--- config.mk ---
export PLATFORM = sky130hd
export DESIGN_NAME = dmem_rw_unit_param
export DESIGN_NICKNAME = d
export VERILOG_FILES = /design/src/rtl/dmem_rw_unit_param.sv
export SDC_FILE = /design/constraint.sdc
export NUM_CORES = 1
export LEC_CHECK = 0
export BUFFER_PORTS_ARGS = -buffer_cell sky130_fd_sc_hd__buf_2
export CAP_MARGIN = 15
export CORE_MARGIN = 4
export CORE_UTILIZATION = 60
export DETAILED_ROUTE_END_ITERATION = 6
export PLACE_DENSITY_LB_ADDON = 0.08
export REMOVE_ABC_BUFFERS = 1
export SYNTH_ARGS = -nofsm -noshare
export SYNTH_HDL_FRONTEND = slang
export SYNTH_SLANG_ARGS = --single-unit
--- constraint.sdc ---
create_clock -name clk_i -period 6.1 [get_ports clk_i]
set_input_delay 0.305 -clock clk_i [delete_from_list [all_inputs] [get_ports clk_i]]
set_output_delay 0.305 -clock clk_i [all_outputs]
set_load 0.01 [all_outputs]
--- src/rtl/dmem_rw_unit_param.sv ---
// dmem_rw_unit_param: in-order request FIFO in front of a single-outstanding
// dmem port. Handles sub-word store lane shifting and byte enables, load
// extraction with sign/zero extension, misalignment faults, and holding load
// results on the CDB until they are granted.
// Optional build macro DMEM_TIMEOUT_EN adds a watchdog on the dmem access.
module dmem_rw_unit_param #(
  parameter int unsigned ADDR_W  = 32,
  parameter int unsigned DATA_W  = 32,
  parameter int unsigned TAG_W   = 4,
  parameter int unsigned DEPTH   = 4,
  parameter int unsigned TIMEOUT = 255
) (
  input  logic                clk_i,
  input  logic                reset_ni,
  input  logic                lsu_valid_i,
  output logic                lsu_ready_o,
  input  logic                lsu_load_i,
  input  logic [1:0]          lsu_size_i,
  input  logic                lsu_unsigned_i,
  input  logic [ADDR_W-1:0]   lsu_addr_i,
  input  logic [DATA_W-1:0]   lsu_st_data_i,
  input  logic [TAG_W-1:0]    lsu_tag_i,
  output logic                dmem_read_o,
  output logic                dmem_write_o,
  output logic [ADDR_W-1:0]   dmem_addr_o,
  output logic [DATA_W-1:0]   dmem_data_o,
  output logic [DATA_W/8-1:0] dmem_be_o,
  input  logic [DATA_W-1:0]   dmem_rd_data_i,
  input  logic                dmem_done_i,
  output logic                cdb_valid_o,
  output logic [TAG_W-1:0]    cdb_tag_o,
  output logic [DATA_W-1:0]   cdb_data_o,
  output logic                cdb_err_o,
  input  logic                cdb_grant_i,
  output logic                store_err_o,
  output logic                idle_o
);

  localparam int unsigned BE_W  = DATA_W / 8;
  localparam int unsigned OFF_W = $clog2(BE_W);
  localparam int unsigned PTR_W = $clog2(DEPTH);
  localparam int unsigned CNT_W = PTR_W + 1;

  typedef enum logic [1:0] {IDLE, BUSY, RESP} state_e;

  typedef struct packed {
    logic              load;
    logic [1:0]        size;
    logic              uns;
    logic [ADDR_W-1:0] addr;
    logic [DATA_W-1:0] data;
    logic [TAG_W-1:0]  tag;
  } req_t;

  // Attributes of the access currently in flight, needed for load extraction.
  typedef struct packed {
    logic             load;
    logic [1:0]       size;
    logic             uns;
    logic [OFF_W-1:0] off;
    logic [TAG_W-1:0] tag;
  } cur_t;

  req_t             fifo_q [DEPTH];
  logic [PTR_W-1:0] wr_ptr_q, rd_ptr_q;
  logic [CNT_W-1:0] count_q;
  logic             full_c, empty_c, push_c, pop_c;
  req_t             req_in_c, head_c;

  state_e            state_q, state_d;
  cur_t              cur_q, cur_d;
  logic              dmem_read_q, dmem_read_d, dmem_write_q, dmem_write_d;
  logic [ADDR_W-1:0] dmem_addr_q, dmem_addr_d;
  logic [DATA_W-1:0] dmem_data_q, dmem_data_d;
  logic [BE_W-1:0]   dmem_be_q, dmem_be_d;
  logic              cdb_valid_q, cdb_valid_d, cdb_err_q, cdb_err_d;
  logic [TAG_W-1:0]  cdb_tag_q, cdb_tag_d;
  logic [DATA_W-1:0] cdb_data_q, cdb_data_d;
  logic              store_err_q, store_err_d;

  logic              mis_c;
  logic [BE_W-1:0]   be_mask_c;
  logic [DATA_W-1:0] st_shift_c, ld_shift_c, ld_mask_c, ld_ext_c;
  logic              ld_sgn_c;

  assign full_c   = (count_q == CNT_W'(DEPTH));
  assign empty_c  = (count_q == '0);
  assign push_c   = lsu_valid_i && !full_c;
  assign req_in_c = '{load: lsu_load_i, size: lsu_size_i, uns: lsu_unsigned_i,
                      addr: lsu_addr_i, data: lsu_st_data_i, tag: lsu_tag_i};
  assign head_c   = fifo_q[rd_ptr_q];

  // FIFO storage; contents are don't-care while the slot is empty.
  always_ff @(posedge clk_i) begin
    if (push_c) fifo_q[wr_ptr_q] <= req_in_c;
  end

  // FIFO pointers and occupancy.
  always_ff @(posedge clk_i or negedge reset_ni) begin
    if (!reset_ni) begin
      wr_ptr_q <= '0;
      rd_ptr_q <= '0;
      count_q  <= '0;
    end else begin
      if (push_c) wr_ptr_q <= wr_ptr_q + PTR_W'(1);
      if (pop_c)  rd_ptr_q <= rd_ptr_q + PTR_W'(1);
      case ({push_c, pop_c})
        2'b10:   count_q <= count_q + CNT_W'(1);
        2'b01:   count_q <= count_q - CNT_W'(1);
        default: count_q <= count_q;
      endcase
    end
  end

  // Head request alignment check, store lane shift and byte enables.
  always_comb begin
    mis_c = 1'b0;
    be_mask_c = '1;
    case (head_c.size)
      2'd0: be_mask_c = BE_W'(1);
      2'd1: begin be_mask_c = BE_W'(3);  mis_c = head_c.addr[0]; end
      2'd2: begin be_mask_c = BE_W'(15); mis_c = (head_c.addr[1:0] != 2'b00); end
      default: begin
        be_mask_c = '1;
        mis_c     = (DATA_W == 32) || (head_c.addr[2:0] != 3'b000);
      end
    endcase
    st_shift_c = head_c.data << {head_c.addr[OFF_W-1:0], 3'b000};
  end

  // Load result extraction from the returned memory word.
  always_comb begin
    ld_shift_c = dmem_rd_data_i >> {cur_q.off, 3'b000};
    case (cur_q.size)
      2'd0:    begin ld_mask_c = DATA_W'(8'hFF);         ld_sgn_c = ld_shift_c[7];  end
      2'd1:    begin ld_mask_c = DATA_W'(16'hFFFF);      ld_sgn_c = ld_shift_c[15]; end
      2'd2:    begin ld_mask_c = DATA_W'(32'hFFFF_FFFF); ld_sgn_c = ld_shift_c[31]; end
      default: begin ld_mask_c = '1;                     ld_sgn_c = ld_shift_c[DATA_W-1]; end
    endcase
    ld_ext_c = (ld_shift_c & ld_mask_c) |
               ({DATA_W{ld_sgn_c && !cur_q.uns}} & ~ld_mask_c);
  end

`ifdef DMEM_TIMEOUT_EN
  localparam int unsigned TMO_W = $clog2(TIMEOUT + 1);
  logic [TMO_W-1:0] tmo_q, tmo_d;
  logic             tmo_hit_c;

  assign tmo_hit_c = (tmo_q == TMO_W'(TIMEOUT - 1));

  // Watchdog cycle counter for the outstanding dmem access.
  always_ff @(posedge clk_i or negedge reset_ni) begin
    if (!reset_ni) tmo_q <= '0;
    else           tmo_q <= tmo_d;
  end
`else
  logic unused_timeout_c;
  assign unused_timeout_c = ^32'(TIMEOUT);
`endif

  // Next-state and registered-output logic.
  always_comb begin
    state_d      = state_q;
    cur_d        = cur_q;
    dmem_read_d  = dmem_read_q;
    dmem_write_d = dmem_write_q;
    dmem_addr_d  = dmem_addr_q;
    dmem_data_d  = dmem_data_q;
    dmem_be_d    = dmem_be_q;
    cdb_valid_d  = cdb_valid_q;
    cdb_tag_d    = cdb_tag_q;
    cdb_data_d   = cdb_data_q;
    cdb_err_d    = cdb_err_q;
    store_err_d  = 1'b0;
    pop_c        = 1'b0;
`ifdef DMEM_TIMEOUT_EN
    tmo_d        = tmo_q;
`endif
    case (state_q)
      IDLE: begin
        if (!empty_c) begin
          pop_c = 1'b1;
          cur_d = '{load: head_c.load, size: head_c.size, uns: head_c.uns,
                    off: head_c.addr[OFF_W-1:0], tag: head_c.tag};
          if (mis_c) begin
            if (head_c.load) begin
              cdb_valid_d = 1'b1;
              cdb_tag_d   = head_c.tag;
              cdb_data_d  = '0;
              cdb_err_d   = 1'b1;
              state_d     = RESP;
            end else begin
              store_err_d = 1'b1;
            end
          end else begin
            dmem_read_d  = head_c.load;
            dmem_write_d = !head_c.load;
            dmem_addr_d  = {head_c.addr[ADDR_W-1:OFF_W], OFF_W'(0)};
            dmem_data_d  = st_shift_c;
            dmem_be_d    = be_mask_c << head_c.addr[OFF_W-1:0];
            state_d      = BUSY;
`ifdef DMEM_TIMEOUT_EN
            tmo_d        = '0;
`endif
          end
        end
      end
      BUSY: begin
`ifdef DMEM_TIMEOUT_EN
        tmo_d = tmo_q + TMO_W'(1);
`endif
        if (dmem_done_i) begin
          dmem_read_d  = 1'b0;
          dmem_write_d = 1'b0;
          dmem_addr_d  = '0;
          dmem_data_d  = '0;
          dmem_be_d    = '0;
          if (cur_q.load) begin
            cdb_valid_d = 1'b1;
            cdb_tag_d   = cur_q.tag;
            cdb_data_d  = ld_ext_c;
            cdb_err_d   = 1'b0;
            state_d     = RESP;
          end else begin
            state_d = IDLE;
          end
        end
`ifdef DMEM_TIMEOUT_EN
        else if (tmo_hit_c) begin
          dmem_read_d  = 1'b0;
          dmem_write_d = 1'b0;
          dmem_addr_d  = '0;
          dmem_data_d  = '0;
          dmem_be_d    = '0;
          if (cur_q.load) begin
            cdb_valid_d = 1'b1;
            cdb_tag_d   = cur_q.tag;
            cdb_data_d  = '0;
            cdb_err_d   = 1'b1;
            state_d     = RESP;
          end else begin
            store_err_d = 1'b1;
            state_d     = IDLE;
          end
        end
`endif
      end
      RESP: begin
        if (cdb_grant_i) begin
          cdb_valid_d = 1'b0;
          state_d     = IDLE;
        end
      end
      default: state_d = IDLE;
    endcase
  end

  // State and output registers.
  always_ff @(posedge clk_i or negedge reset_ni) begin
    if (!reset_ni) begin
      state_q      <= IDLE;
      cur_q        <= '0;
      dmem_read_q  <= 1'b0;
      dmem_write_q <= 1'b0;
      dmem_addr_q  <= '0;
      dmem_data_q  <= '0;
      dmem_be_q    <= '0;
      cdb_valid_q  <= 1'b0;
      cdb_tag_q    <= '0;
      cdb_data_q   <= '0;
      cdb_err_q    <= 1'b0;
      store_err_q  <= 1'b0;
    end else begin
      state_q      <= state_d;
      cur_q        <= cur_d;
      dmem_read_q  <= dmem_read_d;
      dmem_write_q <= dmem_write_d;
      dmem_addr_q  <= dmem_addr_d;
      dmem_data_q  <= dmem_data_d;
      dmem_be_q    <= dmem_be_d;
      cdb_valid_q  <= cdb_valid_d;
      cdb_tag_q    <= cdb_tag_d;
      cdb_data_q   <= cdb_data_d;
      cdb_err_q    <= cdb_err_d;
      store_err_q  <= store_err_d;
    end
  end

  assign lsu_ready_o  = !full_c;
  assign idle_o       = empty_c && (state_q == IDLE);
  assign dmem_read_o  = dmem_read_q;
  assign dmem_write_o = dmem_write_q;
  assign dmem_addr_o  = dmem_addr_q;
  assign dmem_data_o  = dmem_data_q;
  assign dmem_be_o    = dmem_be_q;
  assign cdb_valid_o  = cdb_valid_q;
  assign cdb_tag_o    = cdb_tag_q;
  assign cdb_data_o   = cdb_data_q;
  assign cdb_err_o    = cdb_err_q;
  assign store_err_o  = store_err_q;

endmodule

# Word-level counts from Yosys, hierarchy flattened
# Memory sizes are Yosys's and may differ from the RTL's.
# Cells that the tools add are included.
[totals] register_bits=128 mem_bits_rw=288 in_bits=109 output_inout_bits=111 wordCells=127 mem_count=1
[mem_list] memory="fifo_q" words=4 word_bits=72 rd=1 rd_ports_with_merged_regs=0 write_ports=1 line_no="64" text="req_t fifo_q [DEPTH];"
[op_classes] addsub=4 eq_ne=16 shifts=3 muxes=60 bitwise_logic=5 n_reduce_logical=19
[op_table] operator="$mux W32" count=10
[op_table] operator="$pmux W32 S2" count=4
[op_table] operator="$and A32 B32 Y32" count=2
[op_table] operator="$mux W4" count=8
[op_table] operator="$not A32 Y32" count=1
[op_table] operator="$or A32 B32 Y32" count=1
[op_table] operator="$shl A32 B5 Y32" count=1
[op_table] operator="$shr A32 B5 Y32" count=1
[op_table] operator="$pmux W4 S2" count=3
[op_table] operator="$mux W1" count=21
[op_table] operator="$ne A2 B2 Y1 const B" count=7
[op_table] operator="$mux W2" count=6
[op_table] operator="$eq A2 B1 Y1 const B" count=4
[op_table] operator="$pmux W1 S2" count=4
[op_table] operator="$reduce_and A4 Y1" count=2
[op_table] operator="$reduce_and A7 Y1" count=1
[op_table] operator="$eq A2 B2 Y1 const B" count=3
[op_table] operator="$logic_not A2 Y1" count=3
[op_table] operator="$pmux W1 S3" count=2
[op_table] operator="$pmux W2 S3" count=1
[op_table] operator="$pmux W3 S2" count=1
[op_table] operator="$reduce_and A6 Y1" count=1
[op_table] operator="$reduce_bool A2 Y1" count=3
[op_table] operator="$add A2 B1 Y2 const B" count=2
[op_table] operator="11 further kinds" count=15

# Logic depth before layout (Yosys ltp)
# Gate-level depths: netlist of the first run.
[depth] depth_word=8 ltp_mapped=11 mapped_depth_nobuf=10

# Least setup slack after synthesis of the first run
# OpenSTA, ideal clock, no wires.
[synth_path] path_kind="register -> register" from="reg count_q[0]" to="mem fifo_q[0][0] (netlist name) (enable)" setup_time_ns=0.439 arrival_time_ns=2.404 path_slack_ns=3.257 stages_incl_launch_ff=4 synth_period_minus_slack_ns=2.843 cell_sequence="dfrtp_1 > inv_1 > nand3_1 > and3_1"
[synth_via] elab_chain_len=5
[synth_rtl] item="start: declaration" line_no="66" text="logic [CNT_W-1:0] count_q;"
[synth_rtl] item="start signal: assignment" line_no="108" text="2'b10: count_q <= count_q + CNT_W'(1);"
[synth_rtl] item="start signal: assignment" line_no="109" text="2'b01: count_q <= count_q - CNT_W'(1);"
[synth_rtl] item="start signal: assignment" line_no="110" text="default: count_q <= count_q;"
[synth_rtl] item="$eq A3 B3 Y1" line_no="86" text="assign full_c = (count_q == CNT_W'(DEPTH));"
[synth_rtl] item="$logic_not A1 Y1"
[synth_rtl] item="via lsu_ready_o" line_no="16" text="output logic lsu_ready_o,"
[synth_rtl] item="$logic_and A1 B1 Y1" line_no="88" text="assign push_c = lsu_valid_i && !full_c;"
[synth_rtl] item="$mux W1" line_no="95" text="if (push_c) fifo_q[wr_ptr_q] <= req_in_c;"
[synth_rtl] item="$mux W1 (not written as such)" line_no="95"
[synth_rtl] item="end: declaration" line_no="64"
# The timed path passes the listed nets, and every way through them passes these cells.

# Final worst setup path of the first run
[layout_path] from="reg rd_ptr_q[0]" to="reg cdb_data_q[28], in the netlist cdb_data_o[28]"
[layout_via] elab_chain_len=5
[layout_rtl] item="start: declaration" line_no="65" text="logic [PTR_W-1:0] wr_ptr_q, rd_ptr_q;"
[layout_rtl] item="start signal: assignment" line_no="106" text="if (pop_c) rd_ptr_q <= rd_ptr_q + PTR_W'(1);"
[layout_rtl] item="$mem_v2 Z4 W72 *"
[layout_rtl] item="$eq A2 B2 Y1, or another cell as far along" line_no="119" text="case (head_c.size)"
[layout_rtl] item="$pmux W1 S3" line_no="119"
[layout_rtl] item="$ne A2 B2 Y1 (no source line)"
[layout_rtl] item="$reduce_and A6 Y1 (no source line) *"
[layout_rtl] item="end signal: assignment" line_no="283" text="cdb_data_q <= cdb_data_d;"
[layout_rtl] item="end: declaration" line_no="78" text="logic [DATA_W-1:0] cdb_data_q, cdb_data_d;"
# Mark *: on every way between the ends. The rest lies on a longest branch, timed or not.
# A chain may end at the register's enable or synchronous reset.

==> results_tabular.tex, run 1 <==
\begin{tabular}{lr}
\hline
Metric & Value \\
\hline
\multicolumn{2}{l}{\textbf{Placement}} \\
Worst slack at placement & 2.43 ns \\
I/O Buffers & 217 \\
Half-perimeter wire length of the detailed placement result & approximately 21000 um \\
Final Wtd Congestion & around 0.79 \\
\multicolumn{2}{l}{\textbf{Global route}} \\
Initial antenna violation count & 1 \\
Wire length of the first global-routing pass & 57100 um \\
GRT overflow & 0 \\
Largest net degree at the start of global routing & 91 \\
Vias in the first global route & a little over 10000 \\
Total global-route track usage & 23.6\% \\
\multicolumn{2}{l}{\textbf{Logic synthesis}} \\
Post-synthesis cell area & $\sim$17000 um2 \\
Synthesized flop and latch total & between 400 and 500 \\
Most used standard cell by instance count after synthesis & edfxtp\_1 \\
Top post-synthesis cells by area & edfxtp\_1 52\%, dfrtp\_1 19\%, mux4\_2 9.8\% \\
Yosys top cell area share & between 50\% and 60\% \\
Part of the Yosys area used for sequential elements & 70.6\% \\
Share of flip-flops with an asynchronous set or reset after synthesis & between 30\% and 40\% \\
Synth warnings & 0 \\
Cell count after synthesis & a little over 1000 \\
Top FF cell, synth & edfxtp\_1 \\
Post-synthesis average cell area & about 16 um2 \\
Number of synthesized flops with an enable pin & 288 \\
Top cell type by total area after synthesis & edfxtp\_1 \\
Cell types with the highest counts after synthesis & 288 x edfxtp\_1, 158 x nand2\_1, 126 x dfrtp\_1 \\
Post-synth cell types & 48 \\
\multicolumn{2}{l}{\textbf{Cells and area}} \\
Share of final-layout standard cells stronger than drive strength 1 & 30.7\% \\
Filler cell count in the final layout & 1751 \\
Signed area change from the synthesized netlist to the final layout & 20.9\% \\
Finished Core Util & approximately 74\% \\
Layout net count & between 1000 and 1500 \\
\multicolumn{2}{l}{\textbf{Floorplanning}} \\
Die width & 175 um \\
Area inside the core boundary & between 20000 and 30000 um2 \\
Total Die Area & between 30000 and 40000 um2 \\
Overall die height & between 150 and 200 um \\
Boundary pin count & between 200 and 250 \\
Number of placement rows & 60 \\
Initial cell density of the core & about three fifths \\
\multicolumn{2}{l}{\textbf{CTS}} \\
CTS Buf Count & between 40 and 50 \\
Worst-path clk slew & approximately 0.06 ns \\
Clock tree from TritonCTS & yes \\
Clock H-tree levels & 2 \\
Clock tree root buffer cell & clkbuf\_16 \\
CTS sink count & slightly above 400 \\
Clk Latency, worst-skew pair & 0.53 ns \\
Maximum clock insertion buffer count & 3 \\
\multicolumn{2}{l}{\textbf{STA}} \\
Clock period minus worst slack & 3.63 ns \\
Final count of hold timing violations & 0 \\
Measured slew at the worst slew-check pin & 1.07 ns \\
Portion of the clock cycle consumed by the worst path in the final layout & around three fifths \\
Setup repair after global routing missed its margin & false \\
Achievable Freq & $\sim$0.28 GHz \\
Number of max-slew violations in the final report & 0 \\
Total of endpoints with negative setup slack in the final report & 0 \\
Maximum clock skew at final layout & about 0.02 ns \\
Final setup slack of the worst path & 2.47 ns \\
Slew Limit Headroom & roughly 28\% \\
\multicolumn{2}{l}{\textbf{Worst setup path}} \\
CP top delay family & multiplexers \\
Slowest stage delay, CP & slightly above 1 ns \\
Cells along the critical path & mux4\_2, nor3\_2, o21ai\_1, nand3\_2, buf\_4, mux2\_2 \\
Critical path depth in cells & 6 \\
R2R Path Start & rd\_ptr\_q[0]\$\_DFFE\_PN0P\_ \\
Launching element type of the critical path & flop \\
CP max FO & 41 \\
Critical path class & flop to flop \\
Critical path's slowest cell & mux4\_2 \\
Data arrival time of the worst path & between 4 and 5 ns \\
CP startpoint & rd\_ptr\_q[0]\$\_DFFE\_PN0P\_ \\
Setup crit end kind & flop \\
Critical path buffers and inverters & 1 \\
Worst r2r dst & cdb\_data\_o[28]\$\_DFFE\_PN0P\_ \\
End point of the critical path & cdb\_data\_o[28]\$\_DFFE\_PN0P\_ \\
Worst Path Required & 6.50 ns \\
Number of cells on the worst reg-to-reg path & 6 \\
Worst setup slack for register-to-register paths & 2.47 ns \\
\multicolumn{2}{l}{\textbf{Route}} \\
DR DRC count & 0 \\
Via total after detailed routing & between 9000 and 10000 \\
Number of nets with antenna violations after routing & 0 \\
DRC violation total after the first TritonRoute iteration & about 840 \\
Per-cell routed wire length & 20.7 um \\
Avg Vias per Cell & 5.73 \\
Detailed-router iteration count before antenna repair & 5 \\
DRT Wirelength & 35400 um \\
\multicolumn{2}{l}{\textbf{Power}} \\
Standby leakage power & between 8 and 9 nW \\
Power density over cell area & $\sim$530 nW/um2 \\
Max VDD drop & roughly 0.00034 V \\
\multicolumn{2}{l}{\textbf{Run status}} \\
Result of the run & completed \\
\multicolumn{2}{l}{\textbf{Run}} \\
Total of max-cap violations & 0 \\
\multicolumn{2}{l}{\textbf{Min path}} \\
Path type of the worst min-delay path & primary input to flop \\
\hline
\end{tabular}
## worst min-delay path by stage
stage                      start  cells past startpoint                   endpoint  slack, ns
2_1_floorplan           reset_ni                      0  cdb_data_o[0]$_DFFE_PN0P_      0.009
3_3_place_gp            reset_ni                      1  cdb_data_o[0]$_DFFE_PN0P_       0.38
3_5_place_dp            reset_ni                      1  cdb_data_o[0]$_DFFE_PN0P_       0.38
4_1_cts           lsu_addr_i[24]                      1    fifo_q[3][60]$_DFFE_PP_      0.004
5_1_grt            lsu_size_i[0]                      1    fifo_q[1][69]$_DFFE_PP_      0.006
6_report       lsu_st_data_i[14]                      1    fifo_q[1][18]$_DFFE_PP_       0.02
## cells in the final DEF (no fill, tap or decap), types with 8 or more instances in the layout
master	Yosys	routed
nand2_1	158	158
o21ai_0	48	48
nor2b_1	11	10
buf_2	11	216
buf_4	12	16
dfrtp_1	126	124
dlygate4sd3_1	0	70
mux2_2	12	12
clkbuf_16	0	42
o31ai_1	19	19
inv_1	17	17
mux2_4	9	9
o22a_1	8	8
a21oi_1	9	9
o21ai_1	15	15
mux2i_1	52	52
edfxtp_1	288	288
nor2_1	13	13
clkinv_2	0	8
a211oi_1	14	14
a22o_1	8	8
mux4_2	73	73
a31oi_1	8	8
o2bb2ai_1	11	11
mux2_1	10	10
## per-layer routing
layer	global-route usage (%)	part of all wire (%)	vias to the layer above
li1	-	-	4446
met1	33.2	42	4922
met2	39.7	50	360
met3	4.31	6.7	47
met4	4.48	1.6	0
met5	0	0	-
## sequential cells by signal, indices dropped and copies added (netlist names)
name and flops:
fifo_q 288, rd_ptr_q 2, cdb_data_o 32, cdb_err_o 1, cdb_tag_o 4, count_q 3, dmem_read_o 1, state_q 2
dmem_write_o 1, cur_q 10, cdb_valid_o 1, wr_ptr_q 2, dmem_addr_o 30, dmem_be_o 4, store_err_o 1, dmem_data_o 32
## worst register-to-register path, delay by kind of cell (launching register included)
family	cells	cell delay [ns]
buf+inv	1	0.47
mux	2	1.46
flops	1	0.97
simple gates	2	0.49
compound gates	1	0.12
## metrics by stage
step / area [um2] / power [mW] / hold slack (ns) / TNS, ns / std cells
final: 20200 / 10.7 / 0.0155 / 0 / 1707
after global routing: 20200 / 11.3 / 0.00601 / 0 / 1707
after CTS: 20200 / 10.8 / 0.00385 / 0 / 1706
after detailed placement: 18100 / 8.12 / 0.379 / 0 / 1558
after global placement: 18100 / 8.01 / 0.379 / 0 / 1558
after floorplan: 16400 / 6.90 / 0.00941 / -59.33 / 953
## logic make-up after synthesis
logic type / count (synthesis) / share of synthesized area, %
DFF: 414 / 70.6
and+or+nand+nor: 206 / 5.15
muxes: 156 / 15.2
AOI/OAI and AO/OA: 146 / 5.77
buffers and inverters: 80 / 2.47
adders and majority gates: 6 / 0.494
xor gates and xnor gates: 6 / 0.314
other: 1 / 0.0224
## where the power goes
| part | switching, mW | internal, mW |
|---|---|---|
| Sequential | 0.428 | 3.82 |
| Clock | 1.04 | 1.57 |
| Combinational | 2.21 | 1.61 |
## area by class of cell
class	count	area, um2	area share [%]
flip-flops and latches	414	11800	58.4
well taps	372	465	2.30
clock buffers	50	1110	5.49
multi-input cells	522	4540	22.5
inverters	17	63.8	0.316
clock inverters	28	317	1.57
diodes	1	2.50	0.0124
repair buffers	303	1910	9.46
## repair_timing
item,in CTS,in global routing
setup buffers,0,0
hold buffers,70,0
gates resized for setup,0,0
endpoints found under the setup margin,0,0
hold endpoints to repair,332,0
Note: power is estimated with default switching activity, not from simulation.
==> inputs of run 2 (changes only) <==
Settings changed: CORE_UTILIZATION 60 to 58.
Clock period 6.1 ns to 3.4 ns, I/O delays scaled along.
==> results_tabular.tex, run 2 (same netlist as run 1, synthesis figures left out) <==
\begin{tabular}{lr}
\hline
Metric & Value \\
\hline
\multicolumn{2}{l}{\textbf{Run status}} \\
Result of the run & completed (unchanged) \\
\multicolumn{2}{l}{\textbf{Worst setup path}} \\
Critical path depth in cells & 6 (unchanged) \\
Critical path buffers and inverters & 1 (unchanged) \\
R2R Path Start & rd\_ptr\_q[0]\$\_DFFE\_PN0P\_ (unchanged) \\
CP startpoint & rd\_ptr\_q[0]\$\_DFFE\_PN0P\_ (unchanged) \\
Critical path's slowest cell & mux4\_2 (unchanged) \\
Data arrival time of the worst path & 3.07 ns (was 4.03 ns) \\
Number of cells on the worst reg-to-reg path & 6 (unchanged) \\
Worst setup slack for register-to-register paths & 0.76 ns (was 2.47 ns) \\
Setup crit end kind & flop (unchanged) \\
Slowest stage delay, CP & 0.71 ns (was 1.02 ns) \\
Critical path class & flop to flop (unchanged) \\
Launching element type of the critical path & flop (unchanged) \\
Cells along the critical path & mux4\_2, buf\_4, nand2b\_1, nor2\_2, nand2\_1, o21ai\_0 (was mux4\_2, nor3\_2, o21ai\_1, nand3\_2, buf\_4, mux2\_2) \\
CP top delay family & simple AND/OR/NAND/NOR gates (was multiplexers) \\
Worst r2r dst & dmem\_data\_o[5]\$\_DFFE\_PN0P\_ (was cdb\_data\_o[28]\$\_DFFE\_PN0P\_) \\
Worst Path Required & 3.83 ns (was 6.50 ns) \\
CP max FO & 14 (was 41) \\
\multicolumn{2}{l}{\textbf{Cells and area}} \\
Flip-flop count of the largest register after layout & 288 (unchanged) \\
Signed area change from the synthesized netlist to the final layout & 21.3\% (was 20.9\%) \\
Register name with the most flops & fifo\_q (unchanged) \\
Finished Core Util & 72.2\% (was 74.4\%) \\
Top library cells by usage in the layout, fill and taps aside & 288 x edfxtp\_1, 216 x buf\_2, 158 x nand2\_1 (unchanged) \\
Final instance area & 20300 um2 (was 20200 um2) \\
Commonest non-fill, non-tap cell in the layout & edfxtp\_1 (unchanged) \\
Final non-filler cell total & 1728 (was 1707) \\
Share of final-layout standard cells stronger than drive strength 1 & 30.0\% (was 30.7\%) \\
Layout net count & 1430 (was 1415) \\
\multicolumn{2}{l}{\textbf{Global route}} \\
Initial antenna violation count & 3 (was 1) \\
GRT overflow & 0 (unchanged) \\
Busiest grt layer & met2 (unchanged) \\
Met2 demand-to-capacity share in global routing & 38.4\% (was 39.7\%) \\
Largest net degree at the start of global routing & 93 (was 91) \\
Wire length of the first global-routing pass & 57900 um (was 57100 um) \\
Met3 Track Usage GR & 3.86\% (was 4.31\%) \\
Met1 capacity usage during global routing & 34.3\% (was 33.2\%) \\
Total global-route track usage & 23.6\% (about the same) \\
Vias in the first global route & 10200 (about the same) \\
\multicolumn{2}{l}{\textbf{Floorplanning}} \\
Initial cell density of the core & 59.6\% (was 61.6\%) \\
Number of placement rows & 61 (was 60) \\
Overall die height & 178 um (was 175 um) \\
Die width & 178 um (was 175 um) \\
Total Die Area & 31600 um2 (was 30600 um2) \\
Area inside the core boundary & 28100 um2 (was 27200 um2) \\
Boundary pin count & 220 (unchanged) \\
\multicolumn{2}{l}{\textbf{Placement}} \\
Instance count after placement with tap cells included & 1573 (was 1558) \\
Placed cell areas & 18300 um2 (was 18100 um2) \\
I/O Buffers & 217 (unchanged) \\
Half-perimeter wire length of the detailed placement result & 22200 um (was 21400 um) \\
Final Wtd Congestion & 0.815 (was 0.793) \\
\multicolumn{2}{l}{\textbf{Power}} \\
Max VDD drop & 0.000556 V (was 0.000341 V) \\
Power density over cell area & 933 nW/um2 (was 528 nW/um2) \\
Total power consumption of the routed design & 18.9 mW (was 10.7 mW) \\
Standby leakage power & 8.11 nW (was 8.09 nW) \\
\multicolumn{2}{l}{\textbf{STA}} \\
Clock period minus worst slack & 2.64 ns (was 3.63 ns) \\
Slew Limit Headroom & 46.1\% (was 28.3\%) \\
Maximum clock skew at final layout & 0.0154 ns (was 0.0203 ns) \\
Measured slew at the worst slew-check pin & 0.809 ns (was 1.07 ns) \\
Final count of hold timing violations & 0 (unchanged) \\
Portion of the clock cycle consumed by the worst path in the final layout & 77.7\% (was 59.5\%) \\
Achievable Freq & 0.378 GHz (was 0.276 GHz) \\
Setup repair after global routing missed its margin & false (unchanged) \\
Number of max-slew violations in the final report & 0 (unchanged) \\
Total of endpoints with negative setup slack in the final report & 0 (unchanged) \\
\multicolumn{2}{l}{\textbf{Route}} \\
DRC violation total after the first TritonRoute iteration & 700 (was 835) \\
Via total after detailed routing & 9705 (was 9775) \\
Per-cell routed wire length & 20.9 um (was 20.7 um) \\
DR DRC count & 0 (unchanged) \\
Avg Vias per Cell & 5.62 (was 5.73) \\
DRT Wirelength & 36100 um (was 35400 um) \\
Number of nets with antenna violations after routing & 0 (unchanged) \\
Detailed-router iteration count before antenna repair & 4 (was 5) \\
\multicolumn{2}{l}{\textbf{CTS}} \\
Clk Latency, worst-skew pair & 0.53 ns (about the same) \\
Clock tree from TritonCTS & yes (unchanged) \\
Clock tree root buffer cell & clkbuf\_16 (unchanged) \\
CTS sink count & 414 (unchanged) \\
CTS Buf Count & 42 (unchanged) \\
Count of instances resized after the clock tree is built & 0 (unchanged) \\
Maximum clock insertion buffer count & 3 (unchanged) \\
Clock H-tree levels & 2 (unchanged) \\
Worst-path clk slew & 0.06 ns (about the same) \\
\multicolumn{2}{l}{\textbf{Run}} \\
Total of max-cap violations & 0 (unchanged) \\
\multicolumn{2}{l}{\textbf{Min path}} \\
Path type of the worst min-delay path & primary input to flop (unchanged) \\
Capture endpoint of the worst hold path & cdb\_data\_o[24]\$\_DFFE\_PN0P\_ (was fifo\_q[1][18]\$\_DFFE\_PP\_) \\
Cells on Worst Hold Path & 3 (was 1) \\
Source of the worst hold timing path & dmem\_rd\_data\_i[24] (was lsu\_st\_data\_i[14]) \\
\hline
\end{tabular}
run 2: repair_timing:
item / CTS / global route
hold buffers: 76 / 0
buffers inserted: 0 / 0
endpoints found under the hold margin: 359 / 0
run 2: cell type report:
| class | count | area (um2) |
|---|---|---|
| diodes | 2 | 5.00 |
| clock buffers | 66 | 1200 |
| clock inverters | 11 | 68.8 |
| fillers | 1850 | 7790 |
| inverters | 17 | 63.8 |
| multi-input cells | 522 | 4540 |
| flip-flops and latches | 414 | 11800 |
| well taps | 378 | 473 |
| repair buffers | 318 | 2130 |
run 2: how the worst max path moves through the flow:
stage / to
floorplan: dmem_addr_o[10]$_DFFE_PN0P_
global placement: dmem_addr_o[27]$_DFFE_PN0P_
detailed placement: dmem_data_o[2]$_DFFE_PN0P_
CTS: dmem_addr_o[27]$_DFFE_PN0P_
global route: dmem_addr_o[25]$_DFFE_PN0P_
finish: dmem_data_o[5]$_DFFE_PN0P_
run 2: power by group:
part	switching [mW]	internal (mW)	total (mW)
sequential	0.630	6.84	7.47
combinational	4.16	3.05	7.20
clock	1.82	2.44	4.26
total	6.61	12.3	18.9
run 2: worst register-to-register path, delay by kind of cell (launching register included):
kind	cells	cell delay (ns)
AOI/OAI and AO/OA	1	0.20
muxes	1	0.72
and+or+nand+nor	3	0.81
DFF	1	0.57
buffers and inverters	1	0.26
run 2: layer usage:
metal / wire length, um / up-vias / share of wire, %
met3: 2140 / 54 / 5.9
met2: 17400 / 314 / 48
met1: 15900 / 4850 / 44
li1: - / 4485 / -
met5: 13 / - / 0.036
met4: 614 / 2 / 1.7
run 2: per-stage QoR:
stage	TNS, ns	hold slack, ns	setup slack (ns)
after detailed placement	0	0.247	0.762
after global routing	0	0.0495	0.548
final	0	0.0388	0.757
after global placement	0	0.249	0.784
after floorplan	-334.96	-0.126	-3.63
after CTS	0	0.0151	0.737
